<file path="config.mk">
export PLATFORM = sky130hd
export DESIGN_NAME = traffic_phase_sched
export DESIGN_NICKNAME = d
export VERILOG_FILES = /design/src/rtl/traffic_phase_sched.sv
export SDC_FILE = /design/constraint.sdc
export NUM_CORES = 1
export LEC_CHECK = 0
export ABC_AREA = 1
export CAP_MARGIN = 20
export CELL_PAD_IN_SITES_DETAIL_PLACEMENT = 0
export CELL_PAD_IN_SITES_GLOBAL_PLACEMENT = 1
export CORE_ASPECT_RATIO = 0.5
export CORE_MARGIN = 4
export CORE_UTILIZATION = 39
export DETAILED_ROUTE_END_ITERATION = 7
export DONT_BUFFER_PORTS = 1
export GPL_TIMING_DRIVEN = 0
export PLACE_DENSITY_LB_ADDON = 0.25
export SLEW_MARGIN = 20
export SYNTH_ARGS = -nofsm -noshare
export SYNTH_HDL_FRONTEND = slang
export SYNTH_SLANG_ARGS = --single-unit
</file>
<file path="constraint.sdc">
create_clock -name clk -period 3.3 [get_ports clk]
set_clock_uncertainty 0.05 [all_clocks]
set_input_delay 0.165 -clock clk [delete_from_list [all_inputs] [get_ports clk]]
set_output_delay 0.165 -clock clk [all_outputs]
set_load 0.02 [all_outputs]
</file>
<file path="src/rtl/traffic_phase_sched.sv">
// Highway / country-road crossing controller with programmable dwell times.
// Optional pedestrian walk phase is compiled in when PED_WALK_EN is defined.
module traffic_phase_sched (
    input  logic       clk,
    input  logic       rst,
    input  logic       car_sense,
    input  logic       ped_req,
    input  logic       ld_en,
    input  logic [1:0] ld_sel,
    input  logic [7:0] ld_val,
    output logic [2:0] highGYR,
    output logic [2:0] counGYR,
    output logic       walk,
    output logic [2:0] phase,
    output logic       cycle_done
);

    typedef enum logic [2:0] {
        S0_HWY_GREEN = 3'd0,
        S1_HWY_YEL   = 3'd1,
        S2_ALL_RED_A = 3'd2,
        S3_CNT_GREEN = 3'd3,
        S4_CNT_YEL   = 3'd4,
        S5_ALL_RED_B = 3'd5
    } state_t;

    state_t     r_state;
    state_t     w_nextState;
    logic [7:0] r_cnt;
    logic [7:0] r_tHmin;
    logic [7:0] r_tY;
    logic [7:0] r_tR;
    logic [7:0] r_tCmax;
    logic [2:0] r_highGYR;
    logic [2:0] r_counGYR;
    logic       r_walk;
    logic       r_cycleDone;
    logic       w_pedPend;
    logic       w_entering;
    logic [2:0] w_nextHigh;
    logic [2:0] w_nextCoun;
    logic       w_nextWalk;
    logic [7:0] w_hminM1;
    logic [7:0] w_yM1;
    logic [7:0] w_rM1;
    logic [7:0] w_cmaxM1;

    // A programmed zero behaves like one, so the last dwell count is never below 0.
    function automatic logic [7:0] lastCount(input logic [7:0] v);
        return (v == 8'd0) ? 8'd0 : (v - 8'd1);
    endfunction

    assign w_hminM1   = lastCount(r_tHmin);
    assign w_yM1      = lastCount(r_tY);
    assign w_rM1      = lastCount(r_tR);
    assign w_cmaxM1   = lastCount(r_tCmax);
    assign w_entering = (w_nextState != r_state);

    always_ff @(posedge clk or posedge rst) begin
        if (rst) begin
            r_tHmin <= 8'd20;
            r_tY    <= 8'd4;
            r_tR    <= 8'd2;
            r_tCmax <= 8'd15;
        end else if (ld_en) begin
            case (ld_sel)
                2'd0:    r_tHmin <= ld_val;
                2'd1:    r_tY    <= ld_val;
                2'd2:    r_tR    <= ld_val;
                default: r_tCmax <= ld_val;
            endcase
        end
    end

    always_ff @(posedge clk or posedge rst) begin
        if (rst) begin
            r_state <= S0_HWY_GREEN;
        end else begin
            r_state <= w_nextState;
        end
    end

    always_ff @(posedge clk or posedge rst) begin
        if (rst) begin
            r_cnt <= 8'd0;
        end else if (w_entering) begin
            r_cnt <= 8'd0;
        end else if (r_cnt != 8'hFF) begin
            r_cnt <= r_cnt + 8'd1;
        end
    end

    always_comb begin
        w_nextState = r_state;
        case (r_state)
            S0_HWY_GREEN: if ((car_sense || w_pedPend) && (r_cnt >= w_hminM1)) w_nextState = S1_HWY_YEL;
            S1_HWY_YEL:   if (r_cnt == w_yM1) w_nextState = S2_ALL_RED_A;
            S2_ALL_RED_A: if (r_cnt == w_rM1) w_nextState = S3_CNT_GREEN;
            S3_CNT_GREEN: if ((r_cnt == w_cmaxM1) || (!car_sense && !r_walk)) w_nextState = S4_CNT_YEL;
            S4_CNT_YEL:   if (r_cnt == w_yM1) w_nextState = S5_ALL_RED_B;
            S5_ALL_RED_B: if (r_cnt == w_rM1) w_nextState = S0_HWY_GREEN;
            default:      w_nextState = S0_HWY_GREEN;
        endcase
    end

    // Lamps are decoded from the next state so the registered outputs track the state register.
    always_comb begin
        w_nextHigh = 3'b001;
        w_nextCoun = 3'b001;
        case (w_nextState)
            S0_HWY_GREEN: w_nextHigh = 3'b100;
            S1_HWY_YEL:   w_nextHigh = 3'b010;
            S3_CNT_GREEN: w_nextCoun = 3'b100;
            S4_CNT_YEL:   w_nextCoun = 3'b010;
            default:      w_nextHigh = 3'b001;
        endcase
    end

`ifdef PED_WALK_EN
    logic r_pedPend;

    // A request on the S3 entry edge wins over the clear and is served next round.
    always_ff @(posedge clk or posedge rst) begin
        if (rst) begin
            r_pedPend <= 1'b0;
        end else if (ped_req) begin
            r_pedPend <= 1'b1;
        end else if (w_entering && (w_nextState == S3_CNT_GREEN)) begin
            r_pedPend <= 1'b0;
        end
    end

    assign w_pedPend  = r_pedPend;
    assign w_nextWalk = (w_nextState == S3_CNT_GREEN) ? (w_entering ? r_pedPend : r_walk) : 1'b0;
`else
    assign w_pedPend  = ped_req & 1'b0;
    assign w_nextWalk = 1'b0;
`endif

    always_ff @(posedge clk or posedge rst) begin
        if (rst) begin
            r_highGYR   <= 3'b100;
            r_counGYR   <= 3'b001;
            r_walk      <= 1'b0;
            r_cycleDone <= 1'b0;
        end else begin
            r_highGYR   <= w_nextHigh;
            r_counGYR   <= w_nextCoun;
            r_walk      <= w_nextWalk;
            r_cycleDone <= (r_state == S5_ALL_RED_B) && (w_nextState == S0_HWY_GREEN);
        end
    end

    assign highGYR    = r_highGYR;
    assign counGYR    = r_counGYR;
    assign walk       = r_walk;
    assign phase      = r_state;
    assign cycle_done = r_cycleDone;

endmodule

</file>
* Word-level counts from Yosys, hierarchy flattened
Cells that the tools add are included.
Widths: inputs -> output; s select.
** Operators by class
- Add/sub/neg operators :: 5
- $lt $le $gt $ge :: 1
- Equality and inequality tests :: 15
- Muxes and demuxes :: 15
- Bitwise logic cells :: 1
- Reduce and logical (&&, ||, !) cells :: 17
** Operator list (count)
- $mux 8 :: 6
- $logic_not 8->1 :: 4
- $sub 8x1->8 const B :: 4
- $eq 8x8->1 :: 3
- $mux 3 :: 6
- $pmux 3 s6 :: 1
- $pmux 3 s2 :: 2
- $eq 3x2->1 const B :: 3
- $eq 3x3->1 const B :: 3
- $add 8x1->8 const B :: 1
- $ge 8x8->1 :: 1
- $ne 8x8->1 const B :: 1
- $reduce_and 2->1 :: 4
- $eq 3x1->1 const B :: 2
- $logic_not 3->1 :: 2
- $ne 3x3->1 :: 1
- $reduce_or 3->1 :: 1
- $eq 2x1->1 const B :: 1
- $eq 2x2->1 const B :: 1
- $logic_and 1x1->1 :: 2
- $logic_not 2->1 :: 1
- $reduce_bool 2->1 :: 1
- $logic_not 1->1 :: 1
- $logic_or 1x1->1 :: 1
- $not 1->1 :: 1
** Storage, ports and cells
- Bits in registers :: 50
- Bits of input ports :: 15
- Word-level logic and storage cells :: 63

* Depth between registers and ports, before layout
- Depth after elaboration :: 8
- Mapped depth :: 19

* Least setup slack after synthesis
Ideal clock, no wire load.
- Path kind :: flip-flop to flip-flop
- Start :: register r_tHmin[0]
- End :: register r_cnt[0]
- Library setup time :: 86 ps
- Data arrival time :: 2479 ps
- Required time :: 3164 ps
- Slack :: 685 ps
- Stages on the path, launching flop included :: 18
- Path buffers :: 0
- Period minus slack after synthesis :: 2615 ps
- Path through :: dfrtp_1 -> inv_1 -> ha_1 -> nand2_1 -> nor3_1 -> inv_1 -> nor3_1 -> inv_1 -> nand2_1 -> ha_1 -> a21oi_1 -> o21ai_0 -> nand2_1 -> o2111ai_1 -> nand4_1 -> nand3_1 -> o21bai_4 -> nor3_1
** On the way
- Cells in the longest elaborated chain, start to end :: 8
- Elaborated cells between the ends (all ways) :: 10
- Classes of those cells :: add/sub: 1; order compare: 1; eq/ne: 1; mux: 4; reduce/logical: 3
** Ends and longest elaborated chain
- start: declaration :: line 30 : logic [7:0] r_tHmin;
- start signal: assignment :: line 67 : 2'd0: r_tHmin <= ld_val;
- $sub 8x1->8 or $logic_not 8->1 (tied branches) :: line 50 : return (v == 8'd0) ? 8'd0 : (v - 8'd1);
- $mux 8 (*) :: line 50
- $ge 8x8->1 (*) :: line 96 : S0_HWY_GREEN: if ((car_sense || w_pedPend) && (r_cnt >= w_hminM1)) w_nextState = S1_HWY_YEL;
- $logic_and 1x1->1 (*) :: line 96
- $mux 3 (*) :: line 96
- $pmux 3 s6 (*) :: line 95 : case (r_state)
- $ne 3x3->1 (*) :: line 57 : assign w_entering = (w_nextState != r_state);
- $mux 8 or $reduce_bool 2->1 (tied branches)
- end signal: assignment :: line 89 : r_cnt <= r_cnt + 8'd1;
- end: declaration :: line 29 : logic [7:0] r_cnt;
Mark *: on every way between the ends. The rest lies on a longest branch, timed or not.
A chain may end at the register's enable or synchronous reset.

* Worst setup path in the final report
- Start :: register r_tHmin[0]
- End :: register r_cnt[5]
The elaborated chain is that of the path after synthesis.

==> flow_summary.html <==
<table>
<tr><th>Metric</th><th>Value</th></tr>
<tr><th colspan="2">Clocking</th></tr>
<tr><td>Clock net sink count</td><td>50</td></tr>
<tr><td>Clk slew on worst S/H paths</td><td>0.08 ns</td></tr>
<tr><td>Clock network latency to the later pin of the worst-skew pair</td><td>0.29 ns</td></tr>
<tr><td>Longest Clk Path Bufs</td><td>2</td></tr>
<tr><td>CTS Root Buffer Type</td><td>clkbuf_16</td></tr>
<tr><td>Number of clock buffers inserted by TritonCTS</td><td>5</td></tr>
<tr><td>TritonCTS clock tree</td><td>done</td></tr>
<tr><td>H-tree Lvls</td><td>2</td></tr>
<tr><th colspan="2">Finish</th></tr>
<tr><td>Filler Cell Count</td><td>916</td></tr>
<tr><td>Ant. Diodes</td><td>0</td></tr>
<tr><td>Fraction of final layout cells sized beyond drive strength 1</td><td>13.1%</td></tr>
<tr><td>Count of non-filler cells in the finished layout</td><td>635</td></tr>
<tr><td>Final net count</td><td>545</td></tr>
<tr><td>Syn-to-layout area delta</td><td>10.2%</td></tr>
<tr><th colspan="2">Pwr</th></tr>
<tr><td>Maximum VDD drop</td><td>0.339 mV</td></tr>
<tr><td>Lkg Pwr</td><td>0.00197 uW</td></tr>
<tr><td>Power density over the cells</td><td>654 nW/um^2</td></tr>
<tr><th colspan="2">Drt</th></tr>
<tr><td>Routed wire length per instance</td><td>14.9 um</td></tr>
<tr><td>DRC violation count after routing</td><td>0</td></tr>
<tr><td>Routed vias</td><td>3146</td></tr>
<tr><td>Drt pass-1 iters</td><td>5</td></tr>
<tr><td>Routed wire length</td><td>9.47 mm</td></tr>
<tr><td>Antenna Violating Nets Remaining</td><td>0</td></tr>
<tr><td>Drt via density</td><td>4.95</td></tr>
<tr><td>Initial DRC count</td><td>220</td></tr>
<tr><th colspan="2">Logic synthesis</th></tr>
<tr><td>Post-Synth Adder-Cell Area</td><td>4.65%</td></tr>
<tr><td>Distinct cell type count after synthesis</td><td>33</td></tr>
<tr><td>Cell types with the largest area share after synthesis</td><td>dfrtp_1, nand2_1, dfstp_2, inv_1, o21ai_0</td></tr>
<tr><td>Proportion of register bits with asynchronous set or reset after synthesis</td><td>100%</td></tr>
<tr><td>Mean post-synth cell area</td><td>6.90 sq um</td></tr>
<tr><td>Gate count of the mapped netlist</td><td>507</td></tr>
<tr><td>Synth top area share</td><td>28.6%</td></tr>
<tr><td>Synth warnings</td><td>0</td></tr>
<tr><td>Portion of the post-synthesis area used by sequential elements</td><td>36.1%</td></tr>
<tr><td>Simple-gate share of the synthesized area</td><td>37.8%</td></tr>
<tr><td>Synth Flop Type</td><td>dfrtp_1</td></tr>
<tr><td>Nets in the synthesized netlist</td><td>535</td></tr>
<tr><td>Count of flip-flops with a built-in enable after synthesis</td><td>0</td></tr>
<tr><td>Area of the mapped netlist</td><td>3500 sq um</td></tr>
<tr><td>Post-synthesis cell type with the largest combined area</td><td>dfrtp_1</td></tr>
<tr><td>Multiplexer area fraction after synthesis</td><td>0%</td></tr>
<tr><td>Most numerous cell types in the synthesized netlist</td><td>nand2_1, inv_1, o21ai_0</td></tr>
<tr><td>Largest family of logic cells by synthesized area</td><td>simple AND/OR/NAND/NOR gates</td></tr>
<tr><td>Flip-flop and latch count after synthesis</td><td>50</td></tr>
<tr><td>Share of the synthesized netlist area taken by xor and xnor gates</td><td>2.51%</td></tr>
<tr><td>Compound-gate portion of the synthesized area</td><td>10.1%</td></tr>
<tr><td>Library cell with the highest instance count after synthesis</td><td>nand2_1</td></tr>
<tr><th colspan="2">Place</th></tr>
<tr><td>HPWL after DPL</td><td>7.27 mm</td></tr>
<tr><td>Gpl congestion</td><td>0.858</td></tr>
<tr><td>Number of port buffers</td><td>0</td></tr>
<tr><td>Placed Instances</td><td>625</td></tr>
<tr><th colspan="2">Die</th></tr>
<tr><td>Num rows</td><td>24</td></tr>
<tr><td>Initial core utilization</td><td>40.1%</td></tr>
<tr><td>Count of pins on the block boundary</td><td>26</td></tr>
<tr><td>Floorplan die area</td><td>10600 sq um</td></tr>
<tr><td>Floorplan die width</td><td>142 um</td></tr>
<tr><td>Floorplan die height</td><td>74.9 um</td></tr>
<tr><td>Placeable Area</td><td>8710 sq um</td></tr>
<tr><th colspan="2">Timing</th></tr>
<tr><td>Final critical delay including setup and external delays</td><td>3.06 ns</td></tr>
<tr><td>Final Max Slew Viols</td><td>0</td></tr>
<tr><td>Fraction of the cycle the final worst path needs</td><td>92.6%</td></tr>
<tr><td>Setup TNS after final layout</td><td>0 ns</td></tr>
<tr><td>Final Hold Fails</td><td>0</td></tr>
<tr><td>Worst Hold Slack</td><td>0.0172 ns</td></tr>
<tr><td>Max Freq</td><td>327 MHz</td></tr>
<tr><td>Final count of negative-setup-slack endpoints</td><td>0</td></tr>
<tr><th colspan="2">Worst setup path</th></tr>
<tr><td>Critical path type</td><td>reg -&gt; reg</td></tr>
<tr><td>Worst R2R Setup Slack</td><td>0.24 ns</td></tr>
<tr><td>Capturing element of the worst setup path</td><td>r_cnt[5]</td></tr>
<tr><td>Startpoint of the worst register-to-register path</td><td>r_tHmin[0]</td></tr>
<tr><td>CP startpoint kind</td><td>register</td></tr>
<tr><td>Data required time of the critical path</td><td>3.46 ns</td></tr>
<tr><td>CP Max Fanout</td><td>8</td></tr>
<tr><td>Reg-to-reg critical path endpoint</td><td>r_cnt[5]</td></tr>
<tr><td>Arrival time of the worst setup path</td><td>3.21 ns</td></tr>
<tr><td>Critical Path Start</td><td>r_tHmin[0]</td></tr>
<tr><td>Worst-case reg-to-reg path depth</td><td>17</td></tr>
<tr><td>Critical path endpoint category</td><td>register</td></tr>
<tr><th colspan="2">Global routing</th></tr>
<tr><td>Via count of the first global-routing pass</td><td>2750</td></tr>
<tr><td>Pin count of the biggest net entering global routing</td><td>35</td></tr>
<tr><td>Initial antenna violation count</td><td>0</td></tr>
<tr><td>GRT Residual Overflow</td><td>0</td></tr>
<tr><td>First-pass GRT wire length</td><td>15.1 mm</td></tr>
<tr><td>Overall fraction of global-route tracks in use</td><td>18.7%</td></tr>
<tr><th colspan="2">Worst hold path</th></tr>
<tr><td>Hold Path Stages</td><td>2</td></tr>
<tr><td>Class of the tightest hold or removal check</td><td>in -&gt; reg</td></tr>
<tr><th colspan="2">Flow run</th></tr>
<tr><td>Max cap viols</td><td>0</td></tr>
<tr><th colspan="2">Status</th></tr>
<tr><td>Status</td><td>completed</td></tr>
</table>
[per-layer routing]
layer | up-vias | track usage (%) | routed length (um)
met5 | - | 0 | 0
met4 | 0 | 1.60 | 22
met3 | 2 | 3.81 | 322
met2 | 51 | 27.3 | 3680
met1 | 1433 | 29.6 | 5450
li1 | 1660 | - | -
[sequential cells by signal (all words and copies together) (netlist names)]
signal / cells
r_tY: 8
counGYR: 3
cycle_done: 1
r_tCmax: 8
r_cnt: 8
r_tR: 8
phase: 3
r_tHmin: 8
highGYR: 3
[cell usage in the layout (no fill, tap or decap), types with 10 or more instances in the layout]
| cell | synthesis | final |
|---|---|---|
| nand2_1 | 145 | 145 |
| inv_1 | 66 | 65 |
| nand3_1 | 47 | 47 |
| o21ai_0 | 48 | 47 |
| dfrtp_1 | 40 | 40 |
| nor2_1 | 33 | 33 |
| nor2_2 | 16 | 16 |
| nand4_1 | 15 | 15 |
| nor3_1 | 15 | 13 |
| ha_1 | 13 | 13 |
| xor2_1 | 10 | 10 |
| dfstp_2 | 10 | 10 |
[through the flow]
step	power, uW	utilization (%)	cell area [sq um]	setup WS, ns
after floorplan	1720	-	3500	0.685
after detailed placement	1980	42.1	3660	0.0487
after global placement	1960	41.8	3640	-0.0344
after global routing	2720	44.2	3850	-0.00593
after CTS	2510	43.8	3810	0.0101
final	2520	44.2	3850	0.244
[power breakdown]
group	internal (uW)	leakage, uW	total [uW]	switching [uW]
Clock	284	0.0000712	529	245
Sequential	753	0.000619	974	222
Combinational	372	0.00128	1010	642
[kinds of logic after synthesis]
| kind of cell | Yosys count |
|---|---|
| and+or+nand+nor | 289 |
| buffers and inverters | 80 |
| AOI/OAI and AO/OA | 64 |
| DFF | 50 |
| adders and majority gates | 13 |
| xor gates and xnor gates | 10 |
| other | 1 |
[how the worst min path moves through the flow]
stage / slack, ns / end / start
after global placement: 0.32 / phase[1] / car_sense
final: 0.02 / highGYR[0] / car_sense
after floorplan: 0.27 / r_tCmax[2] / ld_val[2]
after global routing: 0.02 / highGYR[0] / car_sense
after CTS: 0.02 / highGYR[0] / car_sense
after detailed placement: 0.004 / r_cnt[0] / rst
[critical path, stage by stage (launching register included)]
cell,delay [ns]
dfrtp_1,0.40
inv_1,0.09
ha_1,0.19
nand2_1,0.12
nor3_4,0.15
inv_1,0.11
nor3_4,0.16
inv_1,0.11
o21ai_1,0.15
ha_1,0.29
nand2_1,0.08
nor2_1,0.05
nand4_1,0.08
o2111ai_2,0.18
nand4_1,0.18
nand3_1,0.15
o21bai_4,0.25
nor3_1,0.18
[cell type report]
class / instances / area [sq um] / area share (%)
multi-input cells: 377 / 1960 / 50.8
clock inverters: 2 / 13.8 / 0.357
repair buffers: 3 / 37.5 / 0.975
well taps: 117 / 146 / 3.80
plain buffers: 6 / 27.5 / 0.715
flip-flops and latches: 50 / 1260 / 32.8
clock buffers: 6 / 129 / 3.35
inverters: 74 / 278 / 7.21
[repair_timing]
item | CTS | global route
setup endpoints to repair | 0 | 13
hold endpoints to repair | 16 | 0
setup buffers | 0 | 1
gates resized for setup | 0 | 6
hold buffers | 1 | 0
Power figures use the tool's default switching activity.
